**config.mk**
```make
export PLATFORM = sky130hd
export DESIGN_NAME = if_id_buffer
export DESIGN_NICKNAME = d
export VERILOG_FILES = /design/src/rtl/if_id_buffer.sv
export SDC_FILE = /design/constraint.sdc
export NUM_CORES = 1
export LEC_CHECK = 0
export BUFFER_PORTS_ARGS = -buffer_cell sky130_fd_sc_hd__buf_2
export CORE_MARGIN = 2
export CORE_UTILIZATION = 55
export CTS_CLUSTER_SIZE = 14
export DETAILED_ROUTE_END_ITERATION = 12
export PLACE_DENSITY = 0.84
export SYNTH_ARGS = -nofsm -noshare
export SYNTH_HDL_FRONTEND = slang
export SYNTH_SLANG_ARGS = --single-unit
```
**constraint.sdc**
```tcl
create_clock -name clk -period 5.5 [get_ports clk]
set_clock_uncertainty 0.2 [all_clocks]
set_input_delay 0.55 -clock clk [delete_from_list [all_inputs] [get_ports clk]]
set_output_delay 0.55 -clock clk [all_outputs]
set_load 0.005 [all_outputs]
```
**src/rtl/if_id_buffer.sv**
```systemverilog
`default_nettype none
// ============================================================================
// Module      : if_id_buffer
// Description : Two-entry elastic buffer between instruction fetch and decode.
//               Holds {pc, instr} pairs behind a valid/ready handshake,
//               supports a decode-side flush and presents pc+1 of the head.
//               Optional macro IF_ID_BUFFER_STATS_EN adds stall/flush
//               counters as extra outputs.
// Revision    : 1.0 - initial release
// ============================================================================
module if_id_buffer #(
  parameter int               WIDTH = 32,
  parameter logic [WIDTH-1:0] NOP   = {WIDTH{1'b0}}
) (
  input  logic             clk,
  input  logic             rst,
  input  logic             in_valid,
  output logic             in_ready,
  input  logic [WIDTH-1:0] in_pc,
  input  logic [WIDTH-1:0] in_instr,
  input  logic             flush,
  output logic             out_valid,
  input  logic             out_ready,
  output logic [WIDTH-1:0] out_pc,
  output logic [WIDTH-1:0] out_pc_next,
`ifdef IF_ID_BUFFER_STATS_EN
  output logic [31:0]      stall_cycles,
  output logic [31:0]      flush_count,
`endif
  output logic [WIDTH-1:0] out_instr
);

  typedef enum logic [1:0] {
    EMPTY = 2'd0,
    ONE   = 2'd1,
    FULL  = 2'd2
  } state_t;

  state_t           state;
  state_t           state_next;
  logic             push;
  logic             pop;
  logic [WIDTH-1:0] head_pc;
  logic [WIDTH-1:0] head_instr;
  logic [WIDTH-1:0] tail_pc;
  logic [WIDTH-1:0] tail_instr;
  logic             valid_q;

  // Handshake qualifiers; flush suppresses both directions.
  assign in_ready    = !rst && (state != FULL);
  assign push        = in_valid && in_ready && !flush;
  assign pop         = valid_q && out_ready && !flush;

  assign out_valid   = valid_q;
  assign out_pc      = head_pc;
  assign out_instr   = head_instr;
  assign out_pc_next = head_pc + {{(WIDTH-1){1'b0}}, 1'b1};

  // Occupancy state register.
  always_ff @(posedge clk) begin
    if (rst) state <= EMPTY;
    else     state <= state_next;
  end

  // Next occupancy; reset and flush override any handshake.
  always_comb begin
    state_next = state;
    case (state)
      EMPTY:   if (push) state_next = ONE;
      ONE: begin
        if (push && !pop)      state_next = FULL;
        else if (pop && !push) state_next = EMPTY;
      end
      FULL:    if (pop) state_next = ONE;
      default: state_next = EMPTY;
    endcase
    if (flush || rst) state_next = EMPTY;
  end

  // Entry storage: head feeds the outputs directly, tail only fills when head
  // is occupied and not leaving. An emptied head shows NOP but keeps its pc.
  always_ff @(posedge clk) begin
    if (rst) begin
      valid_q    <= 1'b0;
      head_pc    <= {WIDTH{1'b0}};
      head_instr <= NOP;
      tail_pc    <= {WIDTH{1'b0}};
      tail_instr <= NOP;
    end else begin
      valid_q <= (state_next != EMPTY);
      if (flush) begin
        head_instr <= NOP;
      end else begin
        case (state)
          EMPTY: begin
            if (push) begin
              head_pc    <= in_pc;
              head_instr <= in_instr;
            end
          end
          ONE: begin
            if (push && pop) begin
              head_pc    <= in_pc;
              head_instr <= in_instr;
            end else if (push) begin
              tail_pc    <= in_pc;
              tail_instr <= in_instr;
            end else if (pop) begin
              head_instr <= NOP;
            end
          end
          FULL: begin
            if (pop) begin
              head_pc    <= tail_pc;
              head_instr <= tail_instr;
            end
          end
          default: head_instr <= NOP;
        endcase
      end
    end
  end

`ifdef IF_ID_BUFFER_STATS_EN
  // Free-running wrap-around counters of decode stalls and flush requests.
  always_ff @(posedge clk) begin
    if (rst) begin
      stall_cycles <= 32'd0;
      flush_count  <= 32'd0;
    end else begin
      if (valid_q && !out_ready && !flush) stall_cycles <= stall_cycles + 32'd1;
      if (flush)                           flush_count  <= flush_count + 32'd1;
    end
  end
`endif

endmodule
`default_nettype wire

```
==> results of run 1 <==
[logic make-up (layout without fill, tap and decap cells)]
logic type	after synthesis	in the layout	share of synthesized area, %
flip-flops	131	131	44.1
multiplexers	32	32	5.38
AO/OA/AOI/OAI	202	202	26.1
AND/OR/NAND/NOR	194	194	14.3
XOR/XNOR	32	32	4.71
buffers and inverters	67	216	5.17
adder cells (fa/ha/maj)	1	1	0.210
[sequential cells by signal (all words and copies together) (netlist names)]
signal,cells
tail_instr,32
out_instr,32
tail_pc,32
state,2
out_pc,32
out_valid,1
[metal layers]
layer  wire length, µm  part of all wire (%)  up-vias  GRT usage, %
li1                  -                     -     2649             -
met1              6440                    41     2718          33.9
met2              7900                    50      202          42.9
met3               928                   5.9       36          6.03
met4               368                   2.3        2          11.7
met5                17                  0.11        -             0
[layout make-up]
type,count,area (µm²)
sequential,131,2620
inverter,9,33.8
multi-input combinational,461,3030
fill,813,3110
clock buffer,20,445
timing repair buffer,175,901
clock inverter,12,106
tap,136,170
[worst min-delay path, cell delays in order]
cell and delay, ps:
buf_2 110, nand2_1 50, a21oi_1 50
[layout by cell type, fill, tap and decap left out, drive strengths merged, types with 2 or more instances in the layout]
cell      instances
clkinv            5
inv              11
a22oi            32
clkinvlp          4
nand4             7
a21oi            99
nand2           139
xnor2            15
clkbuf           20
buf             175
nor2b             2
nand2b            2
nand3             8
nor3             10
xor2             17
dfxtp           131
mux2i            32
and4              7
o2bb2ai          32
nor2              8
a311oi           32
nand3b            2
o32ai             2
nor4              6
[final timing paths]
check | start | endpoint | slack, ps
setup / recovery | out_pc[2]$_SDFFE_PP0P_ | out_pc_next[31] | 2050
hold / removal | in_instr[3] | tail_instr[3]$_SDFFE_PP0P_ | 70
setup reg to reg | state[1]$_SDFF_PP0_ | out_pc[6]$_SDFFE_PP0P_ | 2790
hold reg to reg | tail_pc[25]$_SDFFE_PP0P_ | tail_pc[25]$_SDFFE_PP0P_ | 250
[power groups by stage]
stage | Clock (mW) | Sequential (mW) | Combinational, mW
3_5_place_dp | 0 | 1.02 | 0.208
4_1_cts | 1.05 | 1.00 | 0.210
6_report | 1.04 | 1.00 | 0.209
2_1_floorplan | 0 | 1.02 | 0.125
5_1_grt | 1.09 | 1.01 | 0.230
3_3_place_gp | 0 | 1.02 | 0.201
==> results.cfg, run 1 <==
[power_and_ir_drop]
power.internal_mw = 1.69
pwr-share-clk_pct = 46.2
power_frac_seq_pct = 44.5
power.total_mw = 2.26
vdd_drop_max_v = 0.000202
comb_power_share_pct = 9.3
p_sw_uw = 569
leakagePower_nw = 3.13
swShare_pct = 25.2
pwr_density_cell_mw_per_mm2 = 309

[die]
core.rowCount = 37
die_x_um = 108
die_y_um = 108
pin_count = 167
core-area_mm2 = 0.0104
dieArea_mm2 = 0.0117
floorplan.initialDensity_pct = 57.1

[finish]
utilization_pct = 70.2
final_nets = 865
drive_above_1_share_pct = 29.7
antenna_cells = 0
instances_no_fill = 944
syn2layout_area_growth_pct = 22.8
postLayoutCellArea_mm2 = 0.00731

[sta]
final-max-slew-violation-count = 0
fin_crit_sh_pct = 62.7
totalNegativeSetupSlack_ps = 0
hold_slack_ps = 68.3
hold_violations = 0
worstMarginPinSlew_ps = 1210
fin_crit_ps = 3450
setup_violations = 0
max_freq_mhz = 290
worst_slack_ps = 2050
rsz0062_at_grt = false
max_slew_margin_pct = 19.5

[cts]
cts_resized = 0
numCtsBuffers = 17
root_buffer = clkbuf_8
cts_tree = yes
post_cts_buffers = 0
htree_levels = 4
clock_latency_ps = 520
cts_sinks = 131
clk_pin_slew_ps = 60
ctsLongestPathBuffers = 2
postCtsHoldBufs = 0

[synth]
synth-seq-area-share_pct = 44.1
synth_top_cell_area_share_pct = 44.1
synth-edff-count = 0
ys_types = 38
synthArstFlopShare_pct = 0
yosys.area.top_type = dfxtp_1
synth_cells = 659
synth_top_flop_cell = dfxtp_1
synth.ff_latch_count = 131
syn_nets = 729
yosysMostFrequentCell = nand2_1
yosysWarnings = 0
synth.area.top_cells = dfxtp_1 (44%), nand2_1 (8.8%), a21oi_1 (8.2%), a311oi_2 (6.3%), mux2i_1 (5.4%)
ys_top_cells_by_count = nand2_1 (139), dfxtp_1 (131), a21oi_1 (98)
mappedNetlistArea_mm2 = 0.00595
synth.avg_cell_area_um2 = 9.03

[grt]
grt_start_max_net_pins = 72
grt_overflow = 0
grt_pass1_wl_mm = 24.8
grt_use_total_pct = 26.5
first_global_vias = 5215
antenna_found_initial = 1

[setup_path]
cp_num_cells = 5
worstPathArrival_ps = 2700
crit_chain = and4_1, nand4_1, nor4_1, xor2_1, buf_2
critPathMaxStageDelay_ps = 660
path_max_fanout = 11
crit_family = simple AND/OR/NAND/NOR gates
reg2reg_depth = 6
crit_type = flip-flop to output port
worstPathRequired_ps = 4750
startpoint_type = flip-flop
cp_num_buf_inv = 1
endpoint_kind = output port
slowest_stage = nor4_1

[place]
place_ws_ps = 2340
io_buffers = 166
place_area_mm2 = 0.00676
place_hpwl_mm = 10.2
gp_congestion = 0.915
dp.cells = 912

[min_path]
hold_class = input pin to flip-flop
hold-path-cell-count = 3

[drt]
ant_nets = 0
drt_pass1_iterations = 5
routed-via-count = 5607
drt_iter0_drc = 400
drc = 0
wl_per_cell_um = 16.6
totalWireLength_mm = 15.7
via_per_inst = 5.94

[job]
maxCapViolations = 0

[run_status]
status = finished, final reports clean
No activity file was read; power rests on OpenSTA's default activity.
==> run 2: changes to the inputs <==
--- a/config.mk
+++ b/config.mk
@@ -7,10 +7,10 @@
 export LEC_CHECK = 0
 export BUFFER_PORTS_ARGS = -buffer_cell sky130_fd_sc_hd__buf_2
 export CORE_MARGIN = 2
-export CORE_UTILIZATION = 55
+export CORE_UTILIZATION = 52
 export CTS_CLUSTER_SIZE = 14
 export DETAILED_ROUTE_END_ITERATION = 12
-export PLACE_DENSITY = 0.84
+export PLACE_DENSITY = 0.8
 export SYNTH_ARGS = -nofsm -noshare
 export SYNTH_HDL_FRONTEND = slang
 export SYNTH_SLANG_ARGS = --single-unit
==> constraint.sdc (replaced) <==
create_clock -name clk -period 3.2 [get_ports clk]
set_clock_uncertainty 0.2 [all_clocks]
set_input_delay 0.32 -clock clk [delete_from_list [all_inputs] [get_ports clk]]
set_output_delay 0.32 -clock clk [all_outputs]
set_load 0.005 [all_outputs]
==> run 2 against run 1 <==
Net effect: clock power grew 120%; global-route usage grew 1.0 points; combinational power grew 110%; highest routed layer is now met4; critical endpoint is now out_pc_next[18]; non-clock buffer count grew 70; sequential power grew 72%; count of clock-buffer cells in the layout is the same.
==> results.cfg, run 2 (synthesized netlist as in run 1, its figures left out) <==
[grt]
grt_pass1_wl_mm = 28.2
grt_start_max_net_pins = 72
grt_use_total_pct = 27.5
first_global_vias = 5791
antenna_found_initial = 0
grt_overflow = 0

[die]
pin_count = 167
dieArea_mm2 = 0.0123
floorplan.initialDensity_pct = 52.8
core.rowCount = 39
die_x_um = 111
die_y_um = 111
core-area_mm2 = 0.0113

[drt]
drt_iter0_drc = 430
drt_pass1_iterations = 5
drc = 0
via_per_inst = 5.82
wl_per_cell_um = 16.9
ant_nets = 0
routed-via-count = 5946
totalWireLength_mm = 17.3

[cts]
cts_resized = 0
htree_levels = 4
numCtsBuffers = 17
root_buffer = clkbuf_16
clk_pin_slew_ps = 60
ctsLongestPathBuffers = 2
cts_tree = yes
clock_latency_ps = 410
cts_sinks = 131

[min_path]
hold_start = flush
worstHoldEndpoint = state[1]$_SDFF_PP0_
hold-path-cell-count = 4
hold_class = input pin to flip-flop

[sta]
fin_crit_sh_pct = 92.7
max_slew_margin_pct = 28.8
max_freq_mhz = 337
setup_violations = 0
fin_crit_ps = 2970
hold_violations = 0
final-max-slew-violation-count = 0
worstMarginPinSlew_ps = 1070
totalNegativeSetupSlack_ps = 0
rsz0062_at_grt = false

[setup_path]
crit_chain = ha_1, and4_1, nand3_1, nor4_1, xor2_1, buf_2
path_max_fanout = 11
slowest_stage = nor4_1
worstPathRequired_ps = 2680
timing.rr.start = state[1]$_SDFF_PP0_
reg2reg_depth = 5
worstPathArrival_ps = 2450
endpoint_kind = output port
rr_endpoint = out_pc[4]$_SDFFE_PP0P_
rrSetupSlack_ps = 820
crit_type = flip-flop to output port
startpoint_type = flip-flop
crit_start = out_pc[0]$_SDFFE_PP0P_
critPathMaxStageDelay_ps = 400

[finish]
most-common-layout-cells = buf_2 (165), nand2_1 (139), dfxtp_1 (131)
drive_above_1_share_pct = 28.1
syn2layout_area_growth_pct = 37.5
antenna_cells = 0
final_common_cell = buf_2
final_nets = 935
instances_no_fill = 1021

[run_status]
status = finished, final reports clean

[place]
gp_congestion = 0.851
place_hpwl_mm = 10.4
io_buffers = 166
dp.cells = 925

[power_and_ir_drop]
power.total_mw = 4.42
power_frac_seq_pct = 39.0
p_sw_uw = 1000
leakagePower_nw = 3.52
comb_power_share_pct = 10.0
power.internal_mw = 3.42
pwr-share-clk_pct = 51.0
swShare_pct = 22.6
pwr_density_cell_mw_per_mm2 = 540
vdd_drop_max_v = 0.000354

[job]
maxCapViolations = 0
==> run 2: cell types whose count changed in the layout (fill, tap and decap cells not counted), sizes merged <==
| cell | delta |
|---|---|
| buf | +6 |
| dlygate4sd3 | +64 |
| clkinvlp | -3 |
| bufinv | +5 |
| clkinv | -2 |
==> run 2: metal layers <==
metal | GRT usage [%] | share of wire [%]
met1 | 34.1 | 41
met2 | 47.2 | 51
met3 | 4.76 | 5.2
met4 | 11.8 | 3.1
met5 | 0 | 0
==> run 2: through the flow <==
step | util (%) | area (µm²) | hold slack, ps | setup slack (ps)
after floorplan | - | 5950 | 236 | 1130
after global placement | 60.8 | 6850 | 241 | 844
after detailed placement | 60.8 | 6850 | 242 | 717
after CTS | 72.6 | 8180 | 52.5 | 270
after global routing | 72.6 | 8180 | 89.5 | 54.1
final | 72.6 | 8180 | 71.7 | 233
==> run 2: layout make-up <==
cell class	count	area (µm²)
well taps	143	179
flip-flops and latches	131	2620
clock inverters	12	224
inverters	9	33.8
fillers	790	3090
repair buffers	245	1620
clock buffers	20	467
multi-input cells	461	3030
==> run 2: how the worst max path moves through the flow <==
stage | to | slack, ps | cells past startpoint
6_report | out_pc_next[18] | 230 | 6
4_1_cts | out_pc_next[18] | 270 | 6
5_1_grt | out_pc_next[18] | 50 | 6
3_3_place_gp | out_pc_next[24] | 840 | 6
3_5_place_dp | out_pc_next[18] | 720 | 6
2_1_floorplan | out_pc_next[28] | 1130 | 6
==> run 2: power groups by stage <==
stage / combinational (mW) / clock (mW) / sequential (mW)
after detailed placement: 0.371 / 0 / 1.76
after CTS: 0.434 / 2.26 / 1.72
after global routing: 0.475 / 2.34 / 1.73
after global placement: 0.361 / 0 / 1.75
after floorplan: 0.215 / 0 / 1.75
final: 0.440 / 2.25 / 1.72
==> run 2: worst max-delay path: cells and delay by family (launching register included) <==
kind	cells	cell delay [ps]
XOR/XNOR	1	240
adder cells (fa/ha/maj)	1	230
buffers and inverters	1	150
flip-flops	1	390
AND/OR/NAND/NOR	3	1040
==> run 2: timing repair <==
action	in CTS	in global routing
buffers inserted	0	0
endpoints found under the setup margin	0	0
hold endpoints to repair	64	0
hold buffers	64	0
==> run 3: changes to the inputs <==
--- a/config.mk
+++ b/config.mk
@@ -6,11 +6,13 @@
 export NUM_CORES = 1
 export LEC_CHECK = 0
 export BUFFER_PORTS_ARGS = -buffer_cell sky130_fd_sc_hd__buf_2
+export CELL_PAD_IN_SITES_DETAIL_PLACEMENT = 1
+export CELL_PAD_IN_SITES_GLOBAL_PLACEMENT = 2
 export CORE_MARGIN = 2
-export CORE_UTILIZATION = 52
+export CORE_UTILIZATION = 31
 export CTS_CLUSTER_SIZE = 14
 export DETAILED_ROUTE_END_ITERATION = 12
-export PLACE_DENSITY = 0.8
+export PLACE_DENSITY_LB_ADDON = 0.1
 export SYNTH_ARGS = -nofsm -noshare
 export SYNTH_HDL_FRONTEND = slang
 export SYNTH_SLANG_ARGS = --single-unit
==> constraint.sdc (replaced) <==
create_clock -name clk -period 3.2 [get_ports clk]
set_clock_uncertainty 0.2 [all_clocks]
set_input_delay 0.32 -clock clk [delete_from_list [all_inputs] [get_ports clk]]
set_output_delay 0.32 -clock clk [all_outputs]
set_load 0.01 [all_outputs]
==> run 3 against run 2 <==
Net effect: fmax up 2.1%; die area increased by 65%; non-clock buffer count is 1 higher; power fell by 0.93%; worst setup slack better by 61 ps; critical path depth did not move; clock power shrank 3%; via count decreased by 3.1%; wire length is 12% higher; core utilization down 29 points; sequential power about the same; critical endpoint is now out_pc_next[28]; highest routed layer unchanged.
==> results.cfg, run 3 (synthesized netlist as in run 1, its figures left out) <==
[finish]
final_common_cell = buf_2
antenna_cells = 0
syn2layout_area_growth_pct = 38.9
postLayoutCellArea_mm2 = 0.00826
final_nets = 936
register_area_mm2 = 0.00262
multiInputGateArea_mm2 = 0.00304
drive_above_1_share_pct = 28.2
most-common-layout-cells = buf_2 (165), nand2_1 (139), dfxtp_1 (131)
num-fill-cells = 2201

[drt]
drt_pass1_iterations = 6
ant_nets = 0
routed-via-count = 5761
wl_per_cell_um = 17.4
totalWireLength_mm = 19.4
via_per_inst = 5.18
drc = 0
drt_iter0_drc = 134

[place]
io_buffers = 166
place_hpwl_mm = 12.4
place_area_mm2 = 0.00695
gp_congestion = 0.757

[cts]
htree_levels = 4
cts_tree = yes
clk_pin_slew_ps = 70
ctsLongestPathBuffers = 2
clock_latency_ps = 420
cts_sinks = 131
root_buffer = clkbuf_16
numCtsBuffers = 17

[run_status]
status = finished, final reports clean

[setup_path]
critPathMaxStageDelay_ps = 430
slowest_stage = dfxtp_1
worstPathArrival_ps = 2390
rrSetupSlack_ps = 940
endpoint_kind = output port
startpoint_type = flip-flop
timing.rr.start = state[1]$_SDFF_PP0_
reg2reg_depth = 5
rr_endpoint = out_pc[5]$_SDFFE_PP0P_
worstPathRequired_ps = 2680
crit_start = out_pc[0]$_SDFFE_PP0P_
worstSetupEndpoint = out_pc_next[28]
path_max_fanout = 11
crit_chain = ha_1, and4_1, nand3_2, nor4_1, xor2_1, buf_2
crit_type = flip-flop to output port

[die]
floorplan.initialDensity_pct = 31.7
pin_count = 167
die_y_um = 143
core.rowCount = 50
dieArea_mm2 = 0.0203
die_x_um = 143
core-area_mm2 = 0.0188

[power_and_ir_drop]
pwr-share-clk_pct = 50.1
power_frac_seq_pct = 39.4
pwr_density_cell_mw_per_mm2 = 530
swShare_pct = 24.3
leakagePower_nw = 3.49
p_sw_mw = 1.06
vdd_drop_max_v = 0.000385
power.internal_mw = 3.31
comb_power_share_pct = 10.5

[sta]
fin_crit_sh_pct = 90.8
max_freq_mhz = 344
worstMarginPinSlew_ps = 764
hold_slack_ps = 37.6
max_slew_margin_pct = 49.1
hold_violations = 0
setup_violations = 0
final-max-slew-violation-count = 0
fin_crit_ps = 2910
totalNegativeSetupSlack_ps = 0
rsz0062_at_grt = false

[grt]
grt_use_total_pct = 19.3
grt_pass1_wl_mm = 31.0
grt_overflow = 0
first_global_vias = 5946
grt_start_max_net_pins = 65
antenna_found_initial = 0

[min_path]
hold_class = input pin to flip-flop

[job]
maxCapViolations = 0
[run 3: changes by cell type in the layout (fill, tap and decap cells not counted), sizes merged]
cell	previous run	this run
inv	11	9
buf	181	182
bufinv	6	5
clkinv	3	4
clkinvlp	1	3
[run 3: worst min-delay path by stage]
stage,start,end,slack (ps),cells after the start
global route,flush,state[1]$_SDFF_PP0_,50,4
floorplan,tail_pc[0]$_SDFFE_PP0P_,tail_pc[0]$_SDFFE_PP0P_,240,2
CTS,flush,state[1]$_SDFF_PP0_,20,4
detailed placement,out_instr[5]$_SDFFE_PN0P_,out_instr[5]$_SDFFE_PN0P_,240,1
finish,flush,state[1]$_SDFF_PP0_,40,4
global placement,out_instr[7]$_SDFFE_PN0P_,out_instr[7]$_SDFFE_PN0P_,240,1
[run 3: worst max-delay path, delay by kind of cell (launching register included)]
family | cells | cell delay [ps]
and+or+nand+nor | 3 | 920
buffers and inverters | 1 | 160
adders and majority gates | 1 | 230
DFF | 1 | 430
xor gates and xnor gates | 1 | 210
[run 3: stage by stage]
step                setup slack [ps]  total power [mW]  util [%]  instances
floorplan                       1020              1.99         -        659
global placement                 656              2.15      37.0       1016
detailed placement               533              2.16      37.0       1016
CTS                             40.6              4.43      44.0       1112
global route                     147              4.53      44.0       1113
finish                           294              4.38      44.0       1113
[run 3: power groups by stage]
stage | Clock, mW | Combinational (mW) | Sequential [mW]
finish | 2.19 | 0.461 | 1.72
global route | 2.29 | 0.504 | 1.73
CTS | 2.24 | 0.466 | 1.72
detailed placement | 0 | 0.404 | 1.76
global placement | 0 | 0.397 | 1.76
floorplan | 0 | 0.224 | 1.76
[run 3: what timing repair did]
| action | CTS | global route |
|---|---|---|
| hold buffers | 64 | 0 |
| hold endpoints to repair | 78 | 0 |
| gates resized for setup | 0 | 1 |
| buffers inserted | 0 | 1 |
| endpoints found under the setup margin | 0 | 6 |
[run 3: layer usage]
metal	vias up	share of wire (%)	global-route usage (%)
li1	2796	-	-
met1	2805	45	23.0
met2	143	49	34.4
met3	17	4.8	4.27
met4	0	1.2	6.20
met5	-	0	0
[run 3: area by class of cell]
class	instances	share of cell area, %
repair buffers	246	19.6
clock inverters	12	2.47
multi-input cells	461	36.7
inverters	9	0.409
flip-flops and latches	131	31.7
clock buffers	20	5.53
well taps	234	3.54
